[config.mk]
export PLATFORM = sky130hd
export DESIGN_NAME = lap4_add_sequencer
export DESIGN_NICKNAME = d
export VERILOG_FILES = /design/src/rtl/lap_pkg.sv /design/src/rtl/lap4_add_sequencer.sv
export SDC_FILE = /design/constraint.sdc
export NUM_CORES = 1
export LEC_CHECK = 0
export CORE_ASPECT_RATIO = 2
export CORE_MARGIN = 5
export CORE_UTILIZATION = 60
export DETAILED_ROUTE_END_ITERATION = 8
export DONT_BUFFER_PORTS = 1
export PLACE_DENSITY = 0.76
export SYNTH_ARGS = -nofsm -noshare
export SYNTH_HDL_FRONTEND = slang
export SYNTH_SLANG_ARGS = --single-unit
[constraint.sdc]
create_clock -name clk -period 6.52 [get_ports clk]
set_input_delay 1.304 -clock clk [delete_from_list [all_inputs] [get_ports clk]]
set_output_delay 1.304 -clock clk [all_outputs]
set_load 0.005 [all_outputs]
[src/rtl/lap_pkg.sv]
`default_nettype none
// ============================================================================
// Module   : lap_pkg
// Brief    : Shared widths, FSM state type and helpers for the Laplace sequencer.
// Revision : 1.0
// ============================================================================
package lap_pkg;

    localparam int PIX_W            = 8;
    localparam int RES_W            = 11;
    localparam int CENTER_SHIFT_DEF = 2;

    typedef enum logic [2:0] {
        IDLE  = 3'd0,
        ADD_N = 3'd1,
        ADD_S = 3'd2,
        ADD_E = 3'd3,
        ADD_W = 3'd4,
        SUB_C = 3'd5,
        OUT   = 3'd6
    } lap_state_t;

    // Magnitude of a two's-complement result, clipped to a pixel value.
    function automatic logic [PIX_W-1:0] abs_sat(input logic [RES_W-1:0] v);
        logic [RES_W-1:0] mag;
        mag = v[RES_W-1] ? (~v + 1'b1) : v;
        return (mag > RES_W'(255)) ? 8'hFF : mag[PIX_W-1:0];
    endfunction

endpackage
`default_nettype wire

[src/rtl/lap4_add_sequencer.sv]
`default_nettype none
// ============================================================================
// Module   : lap4_add_sequencer
// Brief    : Sequences N,S,E,W,-C through an external 8-bit adder to form the
//            4-neighbour Laplacian. Optional macro LAP_ABS_SAT_EN adds pix_out.
// Revision : 1.0
// ============================================================================
module lap4_add_sequencer
    import lap_pkg::*;
#(
    parameter int CENTER_SHIFT = CENTER_SHIFT_DEF
) (
    input  logic              clk,
    input  logic              rst,
    input  logic              in_valid,
    output logic              in_ready,
    input  logic [PIX_W-1:0]  pix_c,
    input  logic [PIX_W-1:0]  pix_n,
    input  logic [PIX_W-1:0]  pix_s,
    input  logic [PIX_W-1:0]  pix_e,
    input  logic [PIX_W-1:0]  pix_w,
    output logic [PIX_W-1:0]  add_a,
    output logic [PIX_W-1:0]  add_b,
    output logic              add_cin,
    input  logic [PIX_W-1:0]  add_s,
    input  logic              add_cout,
    output logic              out_valid,
    input  logic              out_ready,
`ifdef LAP_ABS_SAT_EN
    output logic [PIX_W-1:0]  pix_out,
`endif
    output logic [RES_W-1:0]  lap_res
);

    localparam int c_k_shift = 2 - CENTER_SHIFT;

    lap_state_t       r_state;
    lap_state_t       w_next;
    logic [PIX_W-1:0] r_c, r_n, r_s, r_e, r_w;
    logic [PIX_W-1:0] r_acc_lo;
    logic [2:0]       r_acc_hi;
    logic [RES_W-1:0] r_lap_res;
    logic [9:0]       w_c4;
    logic [RES_W-1:0] w_k;
    logic [2:0]       w_hi_inc;
    logic [2:0]       w_acc_hi_nxt;
    logic             w_compute;
`ifdef LAP_ABS_SAT_EN
    logic [PIX_W-1:0] r_pix_out;
`endif

    // Centre weight: C * 2^CENTER_SHIFT, at most 1020, so bit 10 is always 0.
    assign w_c4 = {r_c, 2'b00};
    assign w_k  = {1'b0, (w_c4 >> c_k_shift)};

    always_comb begin
        w_next    = r_state;
        add_a     = '0;
        add_b     = '0;
        add_cin   = 1'b0;
        w_hi_inc  = 3'd0;
        w_compute = 1'b0;
        case (r_state)
            IDLE: begin
                if (in_valid) w_next = ADD_N;
            end
            ADD_N: begin
                add_a = r_acc_lo; add_b = r_n; w_compute = 1'b1; w_next = ADD_S;
            end
            ADD_S: begin
                add_a = r_acc_lo; add_b = r_s; w_compute = 1'b1; w_next = ADD_E;
            end
            ADD_E: begin
                add_a = r_acc_lo; add_b = r_e; w_compute = 1'b1; w_next = ADD_W;
            end
            ADD_W: begin
                add_a = r_acc_lo; add_b = r_w; w_compute = 1'b1; w_next = SUB_C;
            end
            SUB_C: begin
                // acc + ~K + 1: low byte through the adder, high bits added here
                add_a     = r_acc_lo;
                add_b     = ~w_k[7:0];
                add_cin   = 1'b1;
                w_hi_inc  = ~w_k[10:8];
                w_compute = 1'b1;
                w_next    = OUT;
            end
            OUT: begin
                if (out_ready) w_next = IDLE;
            end
            default: w_next = IDLE;
        endcase
    end

    assign w_acc_hi_nxt = r_acc_hi + w_hi_inc + {2'b00, add_cout};

    always_ff @(posedge clk) begin
        if (rst) begin
            r_state   <= IDLE;
            r_c       <= '0;
            r_n       <= '0;
            r_s       <= '0;
            r_e       <= '0;
            r_w       <= '0;
            r_acc_lo  <= '0;
            r_acc_hi  <= '0;
            r_lap_res <= '0;
`ifdef LAP_ABS_SAT_EN
            r_pix_out <= '0;
`endif
        end else begin
            r_state <= w_next;
            if (r_state == IDLE && in_valid) begin
                r_c      <= pix_c;
                r_n      <= pix_n;
                r_s      <= pix_s;
                r_e      <= pix_e;
                r_w      <= pix_w;
                r_acc_lo <= '0;
                r_acc_hi <= '0;
            end else if (w_compute) begin
                r_acc_lo <= add_s;
                r_acc_hi <= w_acc_hi_nxt;
            end
            if (r_state == SUB_C) begin
                r_lap_res <= {w_acc_hi_nxt, add_s};
`ifdef LAP_ABS_SAT_EN
                r_pix_out <= abs_sat({w_acc_hi_nxt, add_s});
`endif
            end
        end
    end

    assign in_ready  = (r_state == IDLE);
    assign out_valid = (r_state == OUT);
    assign lap_res   = r_lap_res;
`ifdef LAP_ABS_SAT_EN
    assign pix_out   = r_pix_out;
`endif

endmodule
`default_nettype wire
==> run summary, run 1 <==
Total iterations of the first detailed-routing run: 4. The net count of the finished layout is 400. After synthesis, the mean cell area works out to 7.97 um2. The post-synthesis to final-layout area growth came out at 3.21%. In the routed design, unresolved DRC markers number 0. The worst register-to-register path ends at r_acc_hi[2].

83 I/O pins were placed. The beginning of the worst register-to-register path was r_state[2]. The run finished with clean final reports. The routed layout has 2,390 vias. Setup repair after global routing left no endpoint under its margin. Leakage power total: 1.08 nW. The class of the tightest hold or removal check is reg -> reg.

The ratio of cells with drive above 1 in the final layout was 0.0771. The average wire per cell in the routed design came out at 16.8 um. For the sequential-to-total area share from yosys stat, the log shows 0.451. The run gives 0.622 as the starting density of the core. After layout, the minimum clock period comes to 3480 ps.

For the number of warning messages in the yosys log, the log shows 0. Synthesis produced a netlist with a net count of 417. The fraction of synthesized cell area taken by the top area cell type was 0.451; the last weighted congestion value of the routability-driven placer was 0.803. Total count of hold-check failures in the final report: 0.

The number of setup buffers added after CTS is 0. The slowest stage of the critical path belongs to the cell sky130_fd_sc_hd__dfxtp_1. The most common flop cell mapped by yosys was sky130_fd_sc_hd__dfxtp_1.

The later pin in the worst-skew pair is clocked with a latency of 350 ps. The tools report the type of destination of the critical path as an output port. The flip-flop and latch area was 1300 um2. The tools report the overall track demand over capacity in global routing as 0.225. The count of buffers added on input and output ports is 0.

The biggest fanout along the worst timing path is 24. The initial antenna violation count is 0. The max-slew violation count was 0.

The sink count of the clock tree is 65. TritonCTS built the clock tree. The worst hold path passes through 2 cells.

The detail-routed via count per cell was 5.90. In this run, the number of DRC markers left after iteration 0 of detailed routing was 131. For the arrival time at the worst endpoint, the log shows 2180 ps. The tools report the sum of negative setup slack as 0 ps. The post-synthesis cell type count was 38.

The global route total overflow was 0. The detail route stage leaves a number of antenna-violating nets equal to 0. The floorplan die width is 59.0 um. The number of synthesized flops with an enable pin works out to 0.

For the wire length of the first global-routing pass, the log shows 10,600 um. At the worst endpoint, the required time is 5220 ps. The logs give 6820 um for the final wirelength and 0 for the number of max-cap violations.

The H-tree was split into 3 levels. The end of the worst hold path was r_n[2]. The nature of the critical path startpoint was a register. The portion of the clock cycle consumed by the worst path in the final layout works out to 0.534. The placed wire-length estimate after detailed placement was 4950 um; the number of placement rows was 35. The worst setup path is of the reg -> out kind. After synthesis the cells add up to 2890 um2. For the final cell utilization of the core, the log shows 0.642. The run gives 3130 ps as the setup slack of the worst register-to-register path.

The critical path goes through nor2b_1 -> a22oi_1 -> o22ai_1. Counting every instance in the synthesized netlist gives 362. The biggest area contributor in the post-synthesis netlist is sky130_fd_sc_hd__dfxtp_1.

Hold timing on the final database bottoms out at a slack of 448 ps. Synthesis inferred 65 register bits. Setup violations remaining at the end of the flow were counted as 0.

After clock tree synthesis, the clock-pin slew on the worst setup and hold paths is 70 ps. The startpoint identified for the worst hold timing path is r_n[2]. In the final layout, the multi-input gates occupy 1360 um2. In this run the vertical extent of the chip is 108 um.

In this run, post-CTS repair resized a total of 0 instances. Entering global routing, the biggest net connects 58 pins. Most instantiated library cell after synthesis: sky130_fd_sc_hd__nand2_1.

After filler insertion, the fill cell instance count of the layout stands at 445. For the maximum clock rate, the log shows 0.287 GHz. After synthesis, the most frequently instantiated cells are 105 x sky130_fd_sc_hd__nand2_1, 65 x sky130_fd_sc_hd__dfxtp_1, 64 x sky130_fd_sc_hd__a21oi_1. The clock arrives with 8.07 ps of skew. In this run the power density over the cells is 294 nW/um2.

Worst slew slack as a fraction of its limit: 0.438. The floorplan step defined a core boundary enclosing 4640 um2. The antenna cell count is 0, and the via count of the first global-routing pass is 2,294. Ranked by total cell area, the synthesized netlist is headed by sky130_fd_sc_hd__dfxtp_1 45%, sky130_fd_sc_hd__nand2_1 14%, sky130_fd_sc_hd__a21oi_1 11%, sky130_fd_sc_hd__buf_6 3.5%, sky130_fd_sc_hd__mux2_2 2.7%.

The area of the die was 6380 um2; the number of buffers inserted by hold repair at cts was 0. On the worst path, the slowest cell contributes a delay of 850 ps. The worst register-to-register path has a depth of 9.

The slew of the pin with the lowest slew margin was 839 ps; the total clock buffers created by CTS was 9. The clock passes through at most 2 buffers. The worst-case IR drop observed on VDD is 0.210 mV.

The proportion of register bits with asynchronous set or reset after synthesis came out at 0. The tools report the cell at the root of the clock tree as sky130_fd_sc_hd__clkbuf_8.
-- sequential cells by signal (all words and copies together) (netlist names) --
register / flops
r_c: 8
r_acc_lo: 8
r_state: 3
lap_res: 11
r_e: 8
r_acc_hi: 3
r_w: 8
r_n: 8
r_s: 8
-- routing by layer --
layer	share of wire	wire length, um	global-route usage	vias to the layer above
met5	0	0	0	-
met2	0.54	3670	0.385	76
met4	0.049	333	0.156	0
met3	0.070	477	0.0526	24
met1	0.34	2340	0.232	1108
li1	-	-	-	1182
-- logic make-up (layout without fill, tap and decap cells) --
logic type                 Yosys count  count (layout)  synth area share
and+or+nand+nor                    146             146             0.227
AOI/OAI and AO/OA                   96              96             0.182
DFF                                 65              65             0.451
buffers and inverters               40              28            0.0794
muxes                               11              11            0.0412
adders and majority gates            2               2            0.0139
xor gates and xnor gates             2               2           0.00607
-- report_power, final --
part	internal [mW]	switching (mW)
Clock	0.178	0.158
Combinational	0.0373	0.0611
Sequential	0.422	0.0183
-- how the worst max path moves through the flow --
stage | from | endpoint | slack, ps | cells after the start
after detailed placement | r_state[2] | r_acc_hi[2] | 3090 | 9
after floorplan | add_cout | r_acc_hi[2] | 3720 | 7
after CTS | r_state[1] | add_b[6] | 3000 | 3
final | r_state[1] | add_b[4] | 3040 | 3
after global placement | r_state[2] | r_acc_hi[2] | 3280 | 9
after global routing | r_state[2] | r_acc_hi[2] | 2810 | 9
-- layout by cell type, fill, tap and decap left out, types with 3 or more instances in the layout --
master / instances
sky130_fd_sc_hd__clkbuf_8: 9
sky130_fd_sc_hd__inv_1: 8
sky130_fd_sc_hd__mux2i_1: 4
sky130_fd_sc_hd__and3_1: 8
sky130_fd_sc_hd__dfxtp_1: 65
sky130_fd_sc_hd__nand2_1: 105
sky130_fd_sc_hd__clkinv_4: 3
sky130_fd_sc_hd__a22oi_1: 6
sky130_fd_sc_hd__o22ai_1: 6
sky130_fd_sc_hd__nand3_1: 10
sky130_fd_sc_hd__buf_4: 3
sky130_fd_sc_hd__a21oi_1: 64
sky130_fd_sc_hd__mux2_2: 7
sky130_fd_sc_hd__nand2b_1: 3
sky130_fd_sc_hd__o21ai_0: 13
sky130_fd_sc_hd__nor2_1: 5
-- final cells by class --
type                       instances  area share
clock buffer                      10      0.0429
tap                               55      0.0231
clock inverter                     6      0.0231
sequential                        65       0.437
timing repair buffer               3     0.00756
inverter                           9      0.0113
multi-input combinational        257       0.455
-- worst max-delay path: cells and delay by family, from the launching register on --
family / cells / cell delay, ps
compound gates: 2 / 440
simple gates: 1 / 530
flops: 1 / 850
-- through the flow --
| step | setup slack, ps | instance area (um2) | power, mW | cells |
|---|---|---|---|---|
| finish | 3040 | 2980 | 0.874 | 405 |
| global route | 2810 | 2980 | 0.915 | 405 |
| CTS | 3000 | 2980 | 0.882 | 405 |
| detailed placement | 3090 | 2780 | 0.549 | 389 |
| global placement | 3280 | 2780 | 0.546 | 389 |
| floorplan | 3720 | 2890 | 0.542 | 362 |
(Power assumes the default switching activity.)
==> run 2: changes to the inputs <==
--- a/config.mk
+++ b/config.mk
@@ -7,10 +7,10 @@
 export LEC_CHECK = 0
 export CORE_ASPECT_RATIO = 2
 export CORE_MARGIN = 5
-export CORE_UTILIZATION = 60
+export CORE_UTILIZATION = 56
 export DETAILED_ROUTE_END_ITERATION = 8
 export DONT_BUFFER_PORTS = 1
-export PLACE_DENSITY = 0.76
+export PLACE_DENSITY = 0.74
 export SYNTH_ARGS = -nofsm -noshare
 export SYNTH_HDL_FRONTEND = slang
 export SYNTH_SLANG_ARGS = --single-unit
==> constraint.sdc (replaced) <==
create_clock -name clk -period 2.97 [get_ports clk]
set_input_delay 0.594 -clock clk [delete_from_list [all_inputs] [get_ports clk]]
set_output_delay 0.594 -clock clk [all_outputs]
set_load 0.005 [all_outputs]
==> run 2 against run 1 <==
Against the previous run:
- power rose by 100%
- clock power rose by 76%
- global-route usage fell by 0.51 points
- register-to-register slack got worse by 2400 ps
- core utilization fell by 5.9 points
- sequential share of layout area rose by 0.17 points
- via count fell by 1.7%
- die area rose by 6.2%
- count of clock-buffer cells in the layout rose by 3
==> run summary, run 2 (synthesized netlist as in run 1, its figures left out) <==
The starting DRC count in detailed routing is 183, and the final wirelength is 6940 um. The minimum clock period is 2480 ps, and the via count of the first global-routing pass is 2,316. The floorplan die width works out to 60.8 um. The end of the worst hold path is r_w[5]. In the final design database the tool counted 405 nets. The part of the total power dissipated in combinational logic was 0.131; the total count of hold-check failures in the final report was 0.

After clock tree synthesis, the clock-pin slew on the worst setup and hold paths is 60 ps. The run finished with clean final reports. The worst slew slack as a fraction of its limit was 0.630; the number of flip-flops in the largest register was 11.

The tools report the post-CTS setup-driven buffer insertion count as 0. The critical path's top delay family is buffers and inverters. The cell sitting at the root of the clock tree is a sky130_fd_sc_hd__clkbuf_8. The commonest non-fill, non-tap cell in the layout was sky130_fd_sc_hd__nand2_1. The first detailed-routing pass ran for 4 iterations. At the worst endpoint, the arrival time is 1890 ps. The library cells used most frequently in the layout, excluding fill and tap cells, are 105 x sky130_fd_sc_hd__nand2_1, 65 x sky130_fd_sc_hd__dfxtp_1, 64 x sky130_fd_sc_hd__a21oi_1. The wire length of the first global-routing pass came out at 11,000 um. Dividing total power by cell area gives a power density of 600 nW/um2. The tools report the total via count after detailed routing as 2,349. During placement, the flow inserted port buffers numbering 0. The worst register-to-register path begins at r_state[1]. The detail-routed via count per cell came out at 5.72.

The portion of the clock cycle consumed by the worst path in the final layout is 0.836, and the maximum buffer depth of the clock tree is 2. The logs give 0 ps for the sum of negative setup slack and 83 for the count of pins on the block boundary. The logs give 0 for the number of nets with antenna violations after routing and 3 for the number of levels in the clock H-tree. Measured along the y axis, the die boundary spans 112 um. Buffers inserted during clock tree synthesis total 9. The placed wire-length estimate after detailed placement was 5110 um; the part of the total power dissipated in sequential elements was 0.537. The area of all placed cells without fillers is 2970 um2, and the initial antenna violation count is 0. Based on the critical path, the design can be clocked at up to 0.403 GHz. After clock tree synthesis, the flow added hold-fix buffers numbering 0. The sink count of the clock tree is 65, and the ratio of cells with drive above 1 in the final layout is 0.0765. For the max-slew violation count, the log shows 0.

The internal cell power is 1.31 mW. STA classifies the critical path startpoint as a register. The repair_antennas step left the layout with diodes totalling 0.

The worst hold path belongs to the class in -> reg. Net switching power of the design: 0.475 mW. The number of gates resized after CTS was 0; the clock latency on the worst-skew pair was 330 ps.

The tools report the type of destination of the critical path as an output port. The biggest fanout along the worst timing path came out at 29. The critical path goes through buf_4 -> or3_1 -> clkinv_1. The die covers 6770 um2. The congestion estimate from routability-driven global placement came to 0.766. The worst reg-to-reg path cell count came out at 10. Across all setup checks in the final design, the least slack found is 487 ps. Start-to-end type of the worst setup path: reg -> out.

The logs give 0 for the final routed DRC violation total and 0 for the count of final setup violators. IR analysis of the VDD net gives a maximum drop of 0.576 mV. Setup repair after global routing left no endpoint under its margin. For this run, the slowest stage of the critical path takes 520 ps. The leakage power total is 1.08 nW. Number of placement rows: 37. The critical path starts at r_state[0]. Relative to the synthesized area, the layout overhead comes to 2.82%. The design draws 1.78 mW.

The final setup skew is 4.96 ps. Dividing the detail-routed wire length by the instance count gives 16.9 um. The net switching share of the total power was 0.267. For the pin with the worst max-slew slack, the measured transition is 555 ps. The slowest stage of the critical path is the sky130_fd_sc_hd__or3_1 cell. The number of cells on the worst hold path came out at 1. TritonCTS built the clock tree. Setup slack on the worst reg-to-reg path comes out at 720 ps. The run gives 0.332 as the share of total power in the clock network.

For the number of max-cap violations, the log shows 0. The starting density of the core was 0.567; the minimum setup slack after placement was 715 ps. The number of buffer and inverter instances along the worst setup path was 2; the maximum number of pins on one net before global-route repair was 58. After detailed placement, the total cell area comes to 2820 um2. After global routing the overflow that remains totals 0. Startpoint of the tightest hold check path: rst.

The tools report the overall track demand over capacity in global routing as 0.220. Data on the critical path is required at its endpoint by 2380 ps. In this run the critical register-to-register path is captured at r_acc_hi[2]. The run gives 5090 um2 as the floorplan core area.
==> run 2: cell count changes in the layout (fill, tap and decap cells not counted) <==
cell	before	now
sky130_fd_sc_hd__clkinv_4	3	0
sky130_fd_sc_hd__bufinv_16	1	0
sky130_fd_sc_hd__clkinvlp_4	1	0
sky130_fd_sc_hd__clkbuf_1	1	4
sky130_fd_sc_hd__buf_4	3	8
==> run 2: metrics by stage <==
| stage | cells | hold slack [ps] | utilization |
|---|---|---|---|
| after global placement | 397 | 438 | 0.554 |
| after global routing | 411 | 309 | 0.583 |
| after detailed placement | 397 | 441 | 0.554 |
| final | 411 | 339 | 0.583 |
| after CTS | 411 | 309 | 0.583 |
| after floorplan | 362 | 431 | - |
==> run 2: area by class of cell <==
| class | instances | area [um2] |
|---|---|---|
| clock buffer | 13 | 139 |
| clock inverter | 1 | 5.00 |
| fill | 504 | 2130 |
| inverter | 9 | 33.8 |
| multi-input combinational | 257 | 1360 |
| sequential | 65 | 1300 |
| tap | 58 | 72.6 |
| timing repair buffer | 8 | 60.1 |
==> run 2: worst max-delay path by stage <==
stage | slack [ps] | cells past startpoint | end
global route | 290 | 4 | add_b[5]
CTS | 460 | 3 | in_ready
global placement | 790 | 10 | r_acc_hi[2]
finish | 490 | 3 | in_ready
floorplan | 690 | 10 | r_acc_hi[2]
detailed placement | 720 | 10 | r_acc_hi[2]
==> run 2: power by group through the flow <==
stage	clock network, mW	logic [mW]	registers, mW
after global placement	0	0.230	0.974
after floorplan	0	0.226	0.965
after global routing	0.662	0.266	0.962
after detailed placement	0	0.235	0.976
after CTS	0.617	0.235	0.957
final	0.592	0.233	0.956
==> run 2: per-layer routing <==
layer	GRT usage	part of all wire	vias up
met1	0.229	0.34	1064
met5	0	0	-
met4	0.123	0.039	0
li1	-	-	1194
met2	0.372	0.55	75
met3	0.0661	0.070	16
==> run 2: worst register-to-register path, cell delays in order, from the launching register on <==
cell	delay [ps]
sky130_fd_sc_hd__dfxtp_1	310
sky130_fd_sc_hd__nand3b_1	140
sky130_fd_sc_hd__buf_4	180
sky130_fd_sc_hd__inv_1	80
sky130_fd_sc_hd__nand2b_1	70
sky130_fd_sc_hd__fa_1	350
sky130_fd_sc_hd__inv_1	70
sky130_fd_sc_hd__fa_1	240
sky130_fd_sc_hd__inv_1	60
sky130_fd_sc_hd__o32ai_1	280
sky130_fd_sc_hd__mux2_2	370
